**src/rtl/perf_phase_mailbox.sv**
```systemverilog
// perf_phase_mailbox
//   Memory-mapped cycle-count responder on the picoRV32 native bus. Firmware
//   writes START (0) and MARKER words to MARK; each phase length in clock
//   edges is latched into PHASE[k] and can be read back over the same bus.
//
//   Register map (byte offset inside the 256-byte window at BASE_ADDR):
//     0x00        MARK   (W)  0 = START, MARKER = end of phase
//     0x04        STATUS (R)  [0] running, [7:4] idx, [8] overflow, [9] done
//     0x08        LIVE   (R)  running cycle counter
//     0x10+4k     PHASE[k] (R), k < NUM_PHASES
//     other       read 0, writes acked and ignored
//
//   Ports:
//     clk        clock, all state on rising edge
//     reset      asynchronous active-high reset
//     mem_valid  request valid
//     mem_addr   byte address
//     mem_wdata  write data
//     mem_wstrb  byte strobes (0 = read)
//     mem_ready  one-cycle acknowledge
//     mem_rdata  read data while mem_ready, else 0
//     hit        mem_valid and address inside the window (combinational)
module perf_phase_mailbox #(
    parameter logic [31:0] BASE_ADDR  = 32'h1000_0000,
    parameter int unsigned NUM_PHASES = 4,
    parameter logic [31:0] MARKER     = 32'h7fff_ffff,
    parameter int unsigned READY_LAT  = 1
) (
    input  logic        clk,
    input  logic        reset,
    input  logic        mem_valid,
    input  logic [31:0] mem_addr,
    input  logic [31:0] mem_wdata,
    input  logic [3:0]  mem_wstrb,
    output logic        mem_ready,
    output logic [31:0] mem_rdata,
    output logic        hit
);

    typedef enum logic [1:0] {
        S_IDLE,
        S_WAIT,
        S_ACK
    } state_t;

    state_t      state;
    logic [2:0]  wcnt;
    logic [7:0]  cap_off;
    logic [31:0] cap_wdata;
    logic [3:0]  cap_wstrb;

    logic [31:0] live;
    logic [31:0] live_inc;
    logic [3:0]  idx;
    logic        running;
    logic        done;
    logic        overflow;
    logic [31:0] phase [NUM_PHASES];

    logic        mark_wr;
    logic [31:0] status;

    assign hit      = mem_valid && (mem_addr[31:8] == BASE_ADDR[31:8]);
    assign live_inc = (live == '1) ? live : live + 32'd1;
    // Only a full-word, aligned write to MARK has any effect.
    assign mark_wr  = (cap_wstrb == 4'hF) && (cap_off == 8'h00);
    assign status   = {22'd0, done, overflow, idx, 3'd0, running};

    always_ff @(posedge clk or posedge reset) begin
        if (reset) begin
            state     <= S_IDLE;
            wcnt      <= '0;
            cap_off   <= '0;
            cap_wdata <= '0;
            cap_wstrb <= '0;
            mem_ready <= 1'b0;
            live      <= '0;
            idx       <= '0;
            running   <= 1'b0;
            done      <= 1'b0;
            overflow  <= 1'b0;
            for (int unsigned k = 0; k < NUM_PHASES; k++) begin
                phase[k] <= '0;
            end
        end else begin
            // Counting default; a MARK write below overrides it on its edge.
            if (running) begin
                live <= live_inc;
            end

            case (state)
                S_IDLE: begin
                    if (hit) begin
                        cap_off   <= mem_addr[7:0];
                        cap_wdata <= mem_wdata;
                        cap_wstrb <= mem_wstrb;
                        if (READY_LAT == 0) begin
                            state     <= S_ACK;
                            mem_ready <= 1'b1;
                        end else begin
                            state <= S_WAIT;
                            wcnt  <= 3'(READY_LAT - 1);
                        end
                    end
                end

                S_WAIT: begin
                    if (wcnt == '0) begin
                        state     <= S_ACK;
                        mem_ready <= 1'b1;
                    end else begin
                        wcnt <= wcnt - 3'd1;
                    end
                end

                S_ACK: begin
                    state     <= S_IDLE;
                    mem_ready <= 1'b0;
                    if (mark_wr) begin
                        if (cap_wdata == '0) begin
                            live     <= '0;
                            idx      <= '0;
                            running  <= 1'b1;
                            done     <= 1'b0;
                            overflow <= 1'b0;
                            for (int unsigned k = 0; k < NUM_PHASES; k++) begin
                                phase[k] <= '0;
                            end
                        end else if (cap_wdata == MARKER) begin
                            if (running) begin
                                // live_inc counts the marker edge itself.
                                for (int unsigned k = 0; k < NUM_PHASES; k++) begin
                                    if (idx == 4'(k)) begin
                                        phase[k] <= live_inc;
                                    end
                                end
                                live <= '0;
                                idx  <= idx + 4'd1;
                                if (idx == 4'(NUM_PHASES - 1)) begin
                                    running <= 1'b0;
                                    done    <= 1'b1;
                                end
                            end else begin
                                overflow <= 1'b1;
                            end
                        end
                    end
                end

                default: begin
                    state     <= S_IDLE;
                    mem_ready <= 1'b0;
                end
            endcase
        end
    end

    // Read data reflects current state during the acknowledge cycle.
    always_comb begin
        mem_rdata = '0;
        if (mem_ready) begin
            if (cap_off == 8'h04) begin
                mem_rdata = status;
            end else if (cap_off == 8'h08) begin
                mem_rdata = live;
            end else begin
                for (int unsigned k = 0; k < NUM_PHASES; k++) begin
                    if (cap_off == 8'(16 + 4 * k)) begin
                        mem_rdata = phase[k];
                    end
                end
            end
        end
    end

endmodule

```
**config.mk**
```make
export PLATFORM = sky130hd
export DESIGN_NAME = perf_phase_mailbox
export DESIGN_NICKNAME = d
export VERILOG_FILES = /design/src/rtl/perf_phase_mailbox.sv
export SDC_FILE = /design/constraint.sdc
export NUM_CORES = 1
export LEC_CHECK = 0
export ABC_AREA = 1
export CORE_UTILIZATION = 53
export DETAILED_ROUTE_END_ITERATION = 12
export PLACE_DENSITY_LB_ADDON = 0.25
export SLEW_MARGIN = 10
export SYNTH_ARGS = -nofsm -noshare
export SYNTH_HDL_FRONTEND = slang
export SYNTH_SLANG_ARGS = --single-unit
```
**constraint.sdc**
```tcl
create_clock -name clk -period 6.9 [get_ports clk]
set_clock_uncertainty 0.05 [all_clocks]
set_input_delay 0.69 -clock clk [delete_from_list [all_inputs] [get_ports clk]]
set_output_delay 0.69 -clock clk [all_outputs]
set_load 0.005 [all_outputs]
```
==> metrics.sh <==
RUN_STATUS='finished clean'
CLOCK-ROOT-BUFFER='sky130_fd_sc_hd__clkbuf_16'
OVERFLOW=0
POSTSYNTH.TOPFLOPCELL='sky130_fd_sc_hd__dfrtp_1'
SYNTHESIZED_AREA_FRACTION_OCCUPIED_BY_AO_OA_AOI_AND_OAI_CELLS_PCT=7.27
CTS.REPAIR_TIMING.SETUP_BUFFER_COUNT=0
DISTINCT_CELL_TYPE_COUNT_AFTER_SYNTHESIS=39
YOSYSSEQAREASHARE_PCT=46.3
MIN_PERIOD_NS=4.53
YS.WARNINGS.COUNT=0
NUMCLOCKSINKS=217
WORST-ENDPOINT-REQUIRED_NS=6.16
AVGROUTEDWIREPERCELL_UM=16.7
TIMING.SETUP.CRITICAL_PATH_CLASS='reg2out'
IRDROPWORSTVDD_V=0.000193
TIMING.MAX_SLEW.REL_SLACK_PCT=17.7
NUM_VIAS=11100
SETUP.WORST_PATH.START_CLASS='register'
RSZ_0062_RAISED_AFTER_GLOBAL_ROUTING='false'
GRT_START_MAX_NET_PINS=80
DRC=0
SWSHARE_PCT=21.2
SETUP_SLACK_NS=2.37
PWR_DENSITY_CELL_nW_PER_UM2=196
FIN_CELLS=2007
ENDPOINT_ARRIVAL_TIME_ON_THE_CRITICAL_PATH_NS=3.79
POST_SYNTHESIS_ADDER_CELL_AREA_FRACTION_PCT=0.746
DIE-AREA_UM2=22700
BASIC_GATE_SHARE_OF_THE_SYNTHESIZED_AREA_COUNTING_AND_OR_NAND_AND_NOR_CELLS_PCT=38.7
START_UTIL_PCT=54.0
NUMBER_OF_FILLER_INSTANCES_IN_THE_FINAL_LAYOUT=1957
FINAL.SETUP.TNS_NS=0
AREA.SEQUENTIAL_UM2=5430
POWER.SHARE.SEQUENTIAL_PCT=47.7
GRT_FIRST_PASS_WIRELENGTH_MM=54.9
FINALNETCOUNT=1789
SYN_AREA_UM2=11700
ROWS=54
FP.COREAREA_UM2=21800
TIMING_MAX_TRANSITION_VIOLATIONS_FINAL=0
PORT_BUFFERS=104
POSTSYNTHNETCOUNT=1723
POSTSYNTHCELLCOUNT=1645
SYNTH-EDFF-COUNT=0
WORSTMARGINPINSLEW_NS=1.23
WORST_R2R_DST='phase[14]'
MOSTFREQUENTLAYOUTCELLS='sky130_fd_sc_hd__nand2_1, sky130_fd_sc_hd__nor2_1, sky130_fd_sc_hd__dfrtp_1'
CRIT-REG2REG-LAUNCH='cap_wdata[14]'
LEAKAGE_uW=0.00682
TIMING.FINAL.CRIT_SHARE_PCT=65.7
POSTCTSRESIZEDCELLS=0
CTS_MAX_LEVEL=1
CELLINTERNALPOWER_uW=2100
CRITPATHMAXFANOUT=17
GRT_PASS1_VIAS=10800
DETAIL_ROUTE.WIRELENGTH_MM=33.6
GRT_USAGE_PCT=30.8
HOLD_VIOL=0
AREA.GROWTH.SYNTH_TO_FINAL_PCT=15.9
WORST-R2R-SETUP-SLACK_NS=3.19
MAXCAPVIOLATIONS=0
WORSTHOLDPATHTYPE='reg2reg'
DIE_WIDTH_UM=151
ANTENNA_CELLS=0
PORTION_OF_NETLIST_AREA_OCCUPIED_BY_MUX_CELLS_PCT=0
BOUNDARYPINS=105
CRITICAL_PATH_SINK_TYPE='primary output'
GP_CONGESTION=0.938
CTSHOLDBUFFERS=0
YS_SEQ_ELEMENTS=217
LAYOUT.CORE_UTILIZATION_PCT=62.5
CLOCKBUFFERDEPTH=3
CLOCK_POWER_SHARE_PCT=49.7
POST-PLACE-CELLS=1965
MOST_FREQUENT_STANDARD_CELL_IN_THE_LAYOUT_EXCLUDING_FILL_AND_TAP_CELLS='sky130_fd_sc_hd__nand2_1'
ANTENNA_VIOLATIONS_BEFORE_REPAIR=0
MULTI_INPUT_AREA_UM2=5590
PROPORTION_OF_LAYOUT_CELLS_WITH_A_DRIVE_SUFFIX_ABOVE_1_PCT=5.15
DRT-PASS1-ITER-COUNT=6
NET-SWITCHING-POWER_uW=566
STARTPOINT='cap_off[0]'
DP_HPWL_MM=21.6
ROUTE.ANTENNA.REMAINING_NETS=0
SETUP_VIOL=0
SYNTH_XOR_AREA_SHARE_PCT=0.821
CRIT_END='mem_rdata[2]'
HOLDPATHSTAGES=2
TRITONCTS_CLOCK_TREE='done'
CLK_TRANSITION_REPORTED_PATHS_NS=0.06
POST-PLACE-WS_NS=2.97
SYNTHARSTFLOPSHARE_PCT=100
FMAX_MHz=221
VERTICAL_EXTENT_OF_THE_DIE_UM=151
COMB_POWER_SHARE_PCT=2.6
CTS-BUFFERS-INSERTED=24
DRT-VIAS-PER-INSTANCE=5.53
SYNTHESIS.AREA_PER_INSTANCE_UM2=7.14
R2R_CELLS=10
SYNTH_TOP_FAMILY_BY_AREA='simple AND/OR/NAND/NOR gates'
INSERTION_DELAY_NS=0.54
DRT_FIRST_ITER_VIOLATIONS=1017
## critical path, cell delays in order (launching register included)
cell and delay [ns]:
sky130_fd_sc_hd__dfrtp_1 0.37, sky130_fd_sc_hd__inv_1 0.07, sky130_fd_sc_hd__nand2_1 0.09, sky130_fd_sc_hd__nor3_1 0.36, sky130_fd_sc_hd__and2_0 0.94, sky130_fd_sc_hd__buf_4 0.43, sky130_fd_sc_hd__nand2_1 0.08, sky130_fd_sc_hd__nand3_1 0.07
sky130_fd_sc_hd__a21oi_1 0.08, sky130_fd_sc_hd__nor2_1 0.21, sky130_fd_sc_hd__clkdlybuf4s50_1 0.55
## power groups by stage
stage / registers, µW / logic [µW] / clock network [µW]
2_1_floorplan: 1300 / 21.8 / 0
3_3_place_gp: 1300 / 71.2 / 0
3_5_place_dp: 1300 / 72.1 / 0
4_1_cts: 1270 / 72.3 / 1340
5_1_grt: 1270 / 79.3 / 1390
6_report: 1270 / 70.7 / 1330
## layout make-up
cell class	count	share of cell area (%)
clock buffer	32	4.93
clock inverter	10	1.05
inverter	85	2.40
multi-input combinational	1272	41.1
sequential	217	39.9
tap	280	2.57
timing repair buffer	111	8.04
## logic make-up after synthesis
group / count (synthesis)
xor+xnor: 11
fa+ha+maj: 7
buf+inv: 156
flops: 217
compound gates: 153
simple gates: 1101
## flip-flops by register name, indices dropped and copies added, names as in the netlist
signal     count
phase        128
running        1
state          2
live          32
cap_off        8
overflow       1
done           1
cap_wdata     32
idx            4
cap_wstrb      4
mem_ready      1
wcnt           3
## stage by stage
step	cell area (µm²)	hold WS [ns]	power (µW)
2_1_floorplan	11700	0.387	1320
6_report	13600	0.430	2670
5_1_grt	13600	0.448	2740
3_5_place_dp	12800	0.410	1370
4_1_cts	13600	0.428	2690
3_3_place_gp	12800	0.399	1370
## layer usage
metal | wire (µm) | vias to the layer above | track usage (%)
met3 | 2470 | 78 | 4.46
met4 | 1070 | 0 | 9.85
li1 | - | 5345 | -
met5 | 0 | - | 0
met1 | 14200 | 5213 | 41.4
met2 | 15800 | 459 | 51.4
## worst min-delay path by stage
stage	start	end	slack, ns
after global placement	done	done	0.40
after floorplan	done	done	0.39
final	phase[20]	phase[20]	0.43
after global routing	phase[8]	phase[8]	0.45
after CTS	phase[4]	phase[4]	0.43
after detailed placement	done	done	0.41
## synthesized netlist by cell type (4+ instances only)
master                     count  area (µm²)
sky130_fd_sc_hd__nand2_1     654        2450
sky130_fd_sc_hd__o21bai_1      6        45.0
sky130_fd_sc_hd__xor2_1        9        78.8
sky130_fd_sc_hd__clkbuf_1     29         109
sky130_fd_sc_hd__nand3_1     123         616
sky130_fd_sc_hd__buf_2        20         100
sky130_fd_sc_hd__nor2_1      268        1010
sky130_fd_sc_hd__a21oi_2       9        78.8
sky130_fd_sc_hd__ha_1          7        87.6
sky130_fd_sc_hd__o22ai_1      19         119
sky130_fd_sc_hd__inv_1        81         304
sky130_fd_sc_hd__nand2_4       5        56.3
sky130_fd_sc_hd__buf_4         4        30.0
sky130_fd_sc_hd__a21oi_1      18        90.1
sky130_fd_sc_hd__nor3_1        6        30.0
sky130_fd_sc_hd__nand4_1      18         113
sky130_fd_sc_hd__o21ai_1      70         350
sky130_fd_sc_hd__nand2_2       4        25.0
sky130_fd_sc_hd__o21ai_0      29         145
sky130_fd_sc_hd__buf_1         4        15.0
sky130_fd_sc_hd__buf_6        13         146
sky130_fd_sc_hd__dfrtp_1     217        5430
sky130_fd_sc_hd__nor4_1        4        25.0
No activity file was read; power rests on OpenSTA's default activity.
